[src/rtl/gsm_pkg.sv]
// Shared GSM constants: sample width, 4-ASK levels, Gray mapper and PRBS definition.
// The downstream BER checker imports the same LFSR constants so both ends agree.
package gsm_pkg;

    localparam int GSM_WIDTH = 18;

    localparam logic signed [GSM_WIDTH-1:0] LEVEL_A  = 18'sd32768;
    localparam logic signed [GSM_WIDTH-1:0] LEVEL_3A = 18'sd98304;

    // PRBS x^15 + x^14 + 1, shifting towards the MSB
    localparam int                  LFSR_LEN   = 15;
    localparam int                  LFSR_TAP_A = 14;
    localparam int                  LFSR_TAP_B = 13;
    localparam logic [LFSR_LEN-1:0] LFSR_SEED  = 15'h7FFF;

    function automatic logic signed [GSM_WIDTH-1:0] gsm_map_a(
        input logic [1:0]                  s,
        input logic signed [GSM_WIDTH-1:0] a
    );
        logic signed [GSM_WIDTH-1:0] a3;
        a3 = a + a + a;
        case (s)
            2'b00:   gsm_map_a = -a3;
            2'b01:   gsm_map_a = -a;
            2'b11:   gsm_map_a = a;
            default: gsm_map_a = a3;
        endcase
    endfunction

    function automatic logic signed [GSM_WIDTH-1:0] gsm_map(input logic [1:0] s);
        return gsm_map_a(s, LEVEL_A);
    endfunction

    function automatic logic [LFSR_LEN-1:0] lfsr_step(input logic [LFSR_LEN-1:0] st);
        return {st[LFSR_LEN-2:0], st[LFSR_TAP_A] ^ st[LFSR_TAP_B]};
    endfunction

endpackage

[src/rtl/gsm_clk_en_gen.sv]
// Sample/symbol enable generator: sys_clk divider plus samples-per-symbol phase counter.
// sam_tick/fetch are the combinational "next edge raises the enable" pulses.
module gsm_clk_en_gen #(
    parameter int SAM_DIV = 4,
    parameter int SPS     = 4
) (
    input  logic sys_clk,
    input  logic reset,
    output logic sam_clk_en,
    output logic sym_clk_en,
    output logic sam_tick,
    output logic fetch
);

    localparam int DIV_W = (SAM_DIV > 1) ? $clog2(SAM_DIV) : 1;
    localparam int PH_W  = (SPS > 1) ? $clog2(SPS) : 1;
    localparam logic [DIV_W-1:0] DIV_LAST = DIV_W'(SAM_DIV - 1);
    localparam logic [PH_W-1:0]  PH_LAST  = PH_W'(SPS - 1);

    logic [DIV_W-1:0] div_reg, div_next;
    logic [PH_W-1:0]  ph_reg, ph_next;
    logic             sam_en_reg, sym_en_reg;

    always_comb begin
        sam_tick = (div_reg == DIV_LAST);
        fetch    = sam_tick && (ph_reg == PH_LAST);
        div_next = sam_tick ? '0 : div_reg + 1'b1;
        ph_next  = ph_reg;
        if (sam_tick) begin
            ph_next = (ph_reg == PH_LAST) ? '0 : ph_reg + 1'b1;
        end
    end

    always_ff @(posedge sys_clk or negedge reset) begin
        if (!reset) begin
            div_reg    <= '0;
            ph_reg     <= '0;
            sam_en_reg <= 1'b0;
            sym_en_reg <= 1'b0;
        end else begin
            div_reg    <= div_next;
            ph_reg     <= ph_next;
            sam_en_reg <= sam_tick;
            sym_en_reg <= fetch;
        end
    end

    assign sam_clk_en = sam_en_reg;
    assign sym_clk_en = sym_en_reg;

endmodule

[src/rtl/gsm_symbol_source.sv]
// 4-ASK symbol source for the GSM pulse-shaping filter: PRBS or external symbols,
// Gray-mapped and zero-stuffed to SPS samples per symbol, one sample every SAM_DIV clocks.
module gsm_symbol_source #(
    parameter int                 WIDTH     = gsm_pkg::GSM_WIDTH,
    parameter int                 SAM_DIV   = 4,
    parameter int                 SPS       = 4,
    parameter logic signed [17:0] LEVEL_A   = gsm_pkg::LEVEL_A,
    parameter logic [14:0]        LFSR_SEED = gsm_pkg::LFSR_SEED
) (
    input  logic                    sys_clk,
    input  logic                    reset,
    input  logic                    run,
    input  logic                    ext_mode,
    input  logic [1:0]              sym_in,
    input  logic                    sym_valid,
    output logic                    sym_ready,
    output logic                    sam_clk_en,
    output logic                    sym_clk_en,
    output logic signed [WIDTH-1:0] x_out,
    output logic [1:0]              sym_out,
    output logic                    underrun
);

    import gsm_pkg::*;

    logic                    sam_tick;
    logic                    fetch;
    logic [LFSR_LEN-1:0]     lfsr_reg, lfsr_next;
    logic signed [WIDTH-1:0] x_reg;
    logic [1:0]              sym_out_reg;
    logic                    underrun_reg;
    logic [1:0]              sym_sel;
    logic                    emit;

    gsm_clk_en_gen #(
        .SAM_DIV (SAM_DIV),
        .SPS     (SPS)
    ) u_clk_en_gen (
        .sys_clk    (sys_clk),
        .reset      (reset),
        .sam_clk_en (sam_clk_en),
        .sym_clk_en (sym_clk_en),
        .sam_tick   (sam_tick),
        .fetch      (fetch)
    );

    // run and ext_mode only matter on the fetch edge, so mid-symbol changes never glitch
    always_comb begin
        sym_sel   = ext_mode ? sym_in : {lfsr_reg[LFSR_TAP_A], lfsr_reg[LFSR_TAP_B]};
        emit      = run && (!ext_mode || sym_valid);
        lfsr_next = lfsr_reg;
        if (fetch && run && !ext_mode) begin
            lfsr_next = lfsr_step(lfsr_step(lfsr_reg));
        end
    end

    always_ff @(posedge sys_clk or negedge reset) begin
        if (!reset) begin
            lfsr_reg     <= LFSR_SEED;
            x_reg        <= '0;
            sym_out_reg  <= '0;
            underrun_reg <= 1'b0;
        end else begin
            lfsr_reg <= lfsr_next;
            if (fetch) begin
                x_reg <= emit ? WIDTH'(gsm_map_a(sym_sel, LEVEL_A)) : '0;
                if (emit) begin
                    sym_out_reg <= sym_sel;
                end
                if (run && ext_mode && !sym_valid) begin
                    underrun_reg <= 1'b1;
                end
            end else if (sam_tick) begin
                x_reg <= '0;
            end
        end
    end

    assign sym_ready = fetch && ext_mode && run;
    assign x_out     = x_reg;
    assign sym_out   = sym_out_reg;
    assign underrun  = underrun_reg;

endmodule

[config.mk]
export PLATFORM = sky130hd
export DESIGN_NAME = gsm_symbol_source
export DESIGN_NICKNAME = d
export VERILOG_FILES = /design/src/rtl/gsm_pkg.sv /design/src/rtl/gsm_clk_en_gen.sv /design/src/rtl/gsm_symbol_source.sv
export SDC_FILE = /design/constraint.sdc
export NUM_CORES = 1
export LEC_CHECK = 0
export ABC_AREA = 1
export CAP_MARGIN = 20
export CORE_MARGIN = 2
export CORE_UTILIZATION = 40
export DETAILED_ROUTE_END_ITERATION = 8
export PLACE_DENSITY = 0.76
export SYNTH_ARGS = -nofsm -noshare
export SYNTH_HDL_FRONTEND = slang
export SYNTH_SLANG_ARGS = --single-unit
[constraint.sdc]
create_clock -name sys_clk -period 1.7 [get_ports sys_clk]
set_clock_uncertainty 0.15 [all_clocks]
set_input_delay 0.255 -clock sys_clk [delete_from_list [all_inputs] [get_ports sys_clk]]
set_output_delay 0.255 -clock sys_clk [all_outputs]
set_load 0.01 [all_outputs]
==> reports/qor.csv, run 1 <==
stage,metric,value,unit
status,outcome,completed,
clock_network,cts_sinks,27,
power,irDropWorstVdd,384,uV
sta,slew_viol_final,0,
clock_network,cts_root_buffer,clkbuf_4,
setup_path,r2r_cells,7,
setup_path,reg2reg_to,lfsr_reg[0]$_DFFE_PN1P_,
global_routing,grt_pass1_wl,3660,um
sta,fin_setup_tns,0,ns
power,powerDensity,751,nW/um^2
floorplan,start_util,42.0,%
setup_path,path_cells,clkdlybuf4s50_1,
sta,setup_ws,0.0456,ns
placement,dpl.cell_count,203,
floorplan,dieArea,3650,um^2
drt,via_count,891,
clock_network,worstSkewPairLatency,0.32,ns
clock_network,clock_path_buffers,2,
setup_path,critPathKind,flip-flop to primary output,
setup_path,worstPathMaxFanout,2,
floorplan,core_area,3030,um^2
setup_path,slowest_delay,0.54,ns
drt,drt-wirelength-per-cell,10.3,um
placement,io_buffer_count,15,
setup_path,cp.depth,1,
sta,whs,0.126,ns
global_routing,antenna_found_initial,0,
final_layout,n_antenna_cell,0,
drt,drt-initial-drc-count,43,
sta,setup_viol,0,
setup_path,ff2ff_setup_slack,0.24,ns
yosys,async_reset_ff_share,100,%
power,power_leakage,0.776,nW
clock_network,numCtsBuffers,3,
setup_path,startpoint,sym_out[0]$_DFFE_PN0P_,
placement,pre_cts_ws,-0.164,ns
final_layout,final_area,1530,um^2
sta,fin_crit,1.65,ns
setup_path,critPathRequiredTime,1.29,ns
floorplan,die_h,60.4,um
yosys,syn_area_per_cell,9.29,um^2
global_routing,grt_pass1_vias,895,
clock_network,path_clk_slew,0.15,ns
yosys,yosys-top-cells-area,"dfstp_2 31%, dfrtp_1 24%, nand2_1 13%",
yosys,yosys.area.top_type,dfstp_2,
floorplan,chipWidth,60.4,um
yosys,synth_most_common_cell,nand2_1,
global_routing,grt_max_degree,28,
floorplan,placementRows,20,
drt,postRouteWirelength,2140,um
final_layout,instances_no_fill,209,
global_routing,grt.overflow.total,0,
drt,vias_per_cell,4.26,
yosys,synth_top_area_share,31.0,%
job,maxCapViolCount,0,
placement,hpwlAfterDp,1600,um
yosys,synth_cell_types,20,
drt,post-route-drc-count,0,
drt,dr.pass1.iters,4,
global_routing,track_usage,13.4,%
placement,place_congestion,0.833,
yosys,postSynthCellCount,137,
yosys,synth_top_cells_by_count,"45 x nand2_1, 16 x buf_4, 15 x dfstp_2",
final_layout,drive_gt1_share,27.3,%
setup_path,crit_family,buffers and inverters,
yosys,netlist_area,1270,um^2
clock_network,cts_tree,yes,
placement,placed_area,1470,um^2
drt,ant_nets,0,
setup_path,start_kind,flip-flop,
final_layout,nets,176,
setup_path,setup.worst_path.end,sym_out[0],
clock_network,htreeDepth,1,
sta,rsz0062_at_grt,no,
floorplan,pin_count,31,
sta,fmax,604,MHz
sta,hold_viol,0,
setup_path,cp-end-kind,primary output,
yosys,synth_edf_count,0,
setup_path,timing.rr.start,u_clk_en_gen.ph_reg[1]$_DFFE_PN0N_,
yosys,ys_ff_latch,27,
yosys,yosysSeqAreaShare,54.6,%
final_layout,syn_to_final_growth,20.4,%
yosys,yosys_warnings,0,
final_layout,largest_reg_flops,15,
setup_path,worst-path-buf-inv,1,
yosys,yosys_most_used_dff,dfstp_2,
sta,finalCritPeriodShare,97.3,%
worst_hold_path,hold_path_class,primary input to async pin,
setup_path,critical_path_arrival,1.25,ns
setup_path,slowest_stage,clkdlybuf4s50_1,
==> worst min path at each step <==
stage,end,from,slack [ns],cells past startpoint
3_5_place_dp,lfsr_reg[6]$_DFFE_PN1P_,lfsr_reg[6]$_DFFE_PN1P_,0.31,2
3_3_place_gp,underrun$_DFFE_PN0P_,underrun$_DFFE_PN0P_,0.30,1
5_1_grt,x_out[15]$_DFFE_PN0P_,reset,0.15,2
6_report,u_clk_en_gen.ph_reg[1]$_DFFE_PN0N_,reset,0.13,2
4_1_cts,x_out[16]$_DFFE_PN0P_,reset,0.12,2
2_1_floorplan,sym_out[0]$_DFFE_PN0P_,reset,-0.19,0
==> layout by cell type, fill, tap and decap left out, drive strengths merged <==
| cell type | synthesis | routed |
|---|---|---|
| o21ai | 14 | 14 |
| dfstp | 15 | 15 |
| nand3 | 3 | 3 |
| clkdlybuf4s50 | 0 | 12 |
| mux2 | 1 | 1 |
| dlymetal6s2s | 0 | 2 |
| nand2 | 46 | 46 |
| xor2 | 1 | 1 |
| ha | 3 | 3 |
| a31o | 1 | 1 |
| clkbuf | 0 | 3 |
| dfrtp | 12 | 12 |
| inv | 14 | 14 |
| a21oi | 2 | 2 |
| clkinv | 0 | 1 |
| nor2 | 7 | 7 |
| conb | 1 | 15 |
| buf | 17 | 13 |
==> power breakdown <==
part / switching (mW) / internal, mW
combinational: 0.0877 / 0.0683
sequential: 0.0236 / 0.705
clock: 0.177 / 0.0879
total: 0.288 / 0.861
==> per-layer routing <==
metal | GRT usage, % | share of wire [%] | vias to the layer above
li1 | - | - | 447
met1 | 16.2 | 44 | 419
met2 | 23.9 | 52 | 25
met3 | 1.92 | 4.8 | 0
met4 | 5.40 | 0 | 0
met5 | 0 | 0 | -
==> kinds of logic after synthesis <==
kind of cell / share of synthesized area [%]
AO/OA/AOI/OAI: 8.16
AND/OR/NAND/NOR: 18.0
other: 0.295
XOR/XNOR: 0.688
flip-flops: 54.6
buffers and inverters: 14.5
multiplexers: 0.885
adder cells (fa/ha/maj): 2.95
==> layout make-up <==
| class | count | area (um^2) |
|---|---|---|
| fillers | 296 | 1500 |
| flip-flops and latches | 27 | 694 |
| multi-input cells | 93 | 462 |
| repair buffers | 27 | 240 |
| well taps | 44 | 55.1 |
| inverters | 14 | 52.6 |
| clock buffers | 3 | 22.5 |
| clock inverters | 1 | 5.00 |
==> per-stage QoR <==
| step | utilization [%] | total power, mW |
|---|---|---|
| final | 50.6 | 1.15 |
| after global routing | 50.6 | 1.22 |
| after CTS | 50.4 | 1.17 |
| after detailed placement | 48.7 | 0.898 |
| after global placement | 48.7 | 0.890 |
| after floorplan | - | 0.842 |
==> timing repair <==
action	in CTS	in global routing
buffers inserted	2	0
resized for setup	7	2
endpoints found under the setup margin	1	2
hold buffers	0	0
pin swaps	1	0
hold endpoints to repair	0	0
No activity file was read; power rests on OpenSTA's default activity.
==> run 2: changes to the inputs <==
- ABC_AREA: 1 -> default
- MAX_ROUTING_LAYER: default -> met4
==> reports/qor.csv, run 2 <==
stage,metric,value,unit,change
setup_path,timing.rr.start,u_clk_en_gen.div_reg[0]$_DFF_PN0_,,
final_layout,regArea,694,um^2,unchanged
yosys,syn_area_per_cell,14.3,um^2,+54%
sta,hold_viol,0,,unchanged
power,power.switching,0.228,mW,-21%
setup_path,critPathRequiredTime,1.76,ns,+0.47 ns
floorplan,chipWidth,60.2,um,-0.36%
sta,fmax,606,MHz,+0.24%
yosys,postSynthCellCount,88,,-36%
final_layout,nets,127,,-28%
drt,vias_per_cell,4.32,,+1.3%
yosys,async_reset_ff_share,100,%,unchanged
placement,dpl.cell_count,153,,-25%
power,pwr-share-comb,9.2,%,-4.4 points
status,outcome,completed,,
power,p_sw_share,22.4,%,-2.7 points
setup_path,r2r_cells,5,,-2
sta,slew_viol_final,0,,unchanged
yosys,netlist_area,1260,um^2,-0.79%
clock_network,cts_sinks,27,,unchanged
power,power_leakage,0.769,nW,-0.94%
sta,setup_viol,0,,unchanged
setup_path,ff2ff_setup_slack,0.05,ns,-0.19 ns
drt,drt-initial-drc-count,16,,-63%
floorplan,start_util,41.7,%,-0.33 points
global_routing,grt_pass1_vias,693,,-23%
setup_path,start_kind,flip-flop,,
drt,ant_nets,0,,unchanged
final_layout,nFillCells,260,,-12%
setup_path,critPathKind,flip-flop to flip-flop,,
final_layout,syn_to_final_growth,21.2,%,
setup_path,worstPathMaxFanout,3,,+1
placement,place_congestion,0.718,,-14%
final_layout,final_cell_mix,"15 x conb_1, 15 x dfstp_2, 12 x clkdlybuf4s50_1, 12 x dfrtp_1, 11 x mux2_2",,
clock_network,numCtsBuffers,3,,unchanged
sta,fin_crit,1.65,ns,-0.00400 ns
final_layout,n_antenna_cell,0,,unchanged
yosys,synth_cell_types,23,,+15%
clock_network,cts_root_buffer,clkbuf_4,,
yosys,synth_top_area_share,31.2,%,+0.25 points
clock_network,clock_path_buffers,2,,unchanged
floorplan,placementRows,20,,unchanged
setup_path,setup.worst_path.end,sym_out[0]$_DFFE_PN0P_,,
drt,postRouteWirelength,1920,um,-10%
floorplan,core_area,3030,um^2,unchanged
global_routing,antenna_found_initial,0,,unchanged
sta,finalCritPeriodShare,97.1,%,-0.24 points
sta,rsz0062_at_grt,yes,,
floorplan,die_h,60.2,um,-0.36%
placement,hpwlAfterDp,1390,um,-13%
yosys,ys_ff_latch,27,,unchanged
power,powerDensity,666,nW/um^2,-11%
drt,via_count,691,,-22%
floorplan,dieArea,3620,um^2,-0.73%
clock_network,htreeDepth,1,,unchanged
sta,fin_setup_tns,0,ns,unchanged
yosys,yosysSeqAreaShare,55.0,%,+0.43 points
drt,post-route-drc-count,0,,unchanged
power,internal_power,0.790,mW,-8.2%
drt,dr.pass1.iters,3,,-1
power,power,1.02,mW,-11%
placement,io_buffer_count,15,,unchanged
floorplan,pin_count,31,,unchanged
yosys,yosys_most_used_dff,dfstp_2,,
setup_path,reg2reg_to,sym_out[0]$_DFFE_PN0P_,,
power,power_frac_seq,64.7,%,+1.3 points
final_layout,instances_no_fill,160,,-23%
setup_path,startpoint,u_clk_en_gen.div_reg[0]$_DFF_PN0_,,
worst_hold_path,hold_path_class,primary input to async pin,,
yosys,yosys.area.top_type,dfstp_2,,
yosys,yosys-top-cells-area,"dfstp_2 31%, dfrtp_1 24%, mux2_2 9.8%",,
global_routing,grt_pass1_wl,3140,um,-14%
setup_path,cp-end-kind,flip-flop,,
power,irDropWorstVdd,489,uV,+27%
clock_network,cts_tree,yes,,
global_routing,track_usage,12.1,%,-1.3 points
global_routing,grt.overflow.total,0,,unchanged
yosys,synth_top_cells_by_count,"15 x buf_4, 15 x dfstp_2, 12 x dfrtp_1",,
final_layout,multiInputGateArea,498,um^2,+7.9%
yosys,synth_edf_count,0,,unchanged
final_layout,drive_gt1_share,45.7,%,+18 points
global_routing,grt_max_degree,28,,unchanged
clock_network,worstSkewPairLatency,0.32,ns,about the same
clock_network,path_clk_slew,0.14,ns,about the same
power,clockPowerShare,26.1,%,+3.0 points
drt,drt-wirelength-per-cell,12.0,um,+17%
final_layout,largest_reg_flops,15,,unchanged
yosys,yosys_warnings,0,,unchanged
setup_path,critical_path_arrival,1.71,ns,+0.46 ns
job,maxCapViolCount,0,,unchanged
-- run 2: cell families after synthesis --
logic type / count (synthesis) / synth area share (%)
flip-flops: 27 / 55.0
multiplexers: 21 / 20.9
buffers and inverters: 19 / 10.7
AND/OR/NAND/NOR: 9 / 5.65
AO/OA/AOI/OAI: 5 / 2.38
adder cells (fa/ha/maj): 3 / 2.97
XOR/XNOR: 3 / 2.08
other: 1 / 0.297
-- run 2: power groups by stage --
stage | logic (mW) | registers [mW] | clock network, mW
floorplan | 0.0564 | 0.674 | 0
global placement | 0.0926 | 0.669 | 0
detailed placement | 0.0939 | 0.670 | 0
CTS | 0.0943 | 0.659 | 0.283
global route | 0.106 | 0.661 | 0.307
finish | 0.0933 | 0.659 | 0.266
-- run 2: worst min-delay path by stage --
stage                                            startpoint                                 to  slack [ns]
after floorplan                                       reset             sym_out[0]$_DFFE_PN0P_       -0.19
after global placement    u_clk_en_gen.div_reg[0]$_DFF_PN0_  u_clk_en_gen.div_reg[0]$_DFF_PN0_        0.30
after detailed placement  u_clk_en_gen.div_reg[0]$_DFF_PN0_  u_clk_en_gen.div_reg[0]$_DFF_PN0_        0.31
after CTS                                             reset             sym_out[1]$_DFFE_PN0P_        0.13
after global routing                                  reset             sym_out[1]$_DFFE_PN0P_        0.14
final                                                 reset  u_clk_en_gen.div_reg[1]$_DFF_PN0_        0.13
-- run 2: layer usage --
metal	vias up	wire [um]	GRT usage [%]
met5	-	0	-
met4	0	0	1.90
met3	0	93	3.90
met2	23	989	20.0
met1	343	835	14.6
li1	325	-	-
-- run 2: area by class of cell --
class / instances / share of cell area [%]
multi-input combinational: 56 / 32.5
inverter: 3 / 0.736
tap: 44 / 3.60
sequential: 27 / 45.4
timing repair buffer: 26 / 16.0
clock buffer: 4 / 1.72
-- run 2: worst max-delay path, cell delays in order, from the launching register on --
cell,delay [ns]
dfrtp_1,0.42
buf_4,0.14
ha_1,0.21
nand3_1,0.13
nand2b_4,0.16
mux2_2,0.33
-- run 2: metrics by stage --
step | hold WS [ns] | area [um^2] | util (%) | setup slack, ns
floorplan | -0.191 | 1320 | - | 0.181
global placement | 0.297 | 1470 | 48.5 | -0.134
detailed placement | 0.311 | 1470 | 48.5 | -0.157
CTS | 0.129 | 1510 | 49.9 | 0.00302
global route | 0.142 | 1530 | 50.5 | -0.0107
finish | 0.131 | 1530 | 50.5 | 0.0496
-- run 2: repair_timing --
item                                    in CTS  in global routing
pin swaps                                    1                  2
resized for setup                            6                  3
setup buffers                                2                  1
endpoints found under the setup margin       3                  5
hold buffers                                 0                  0
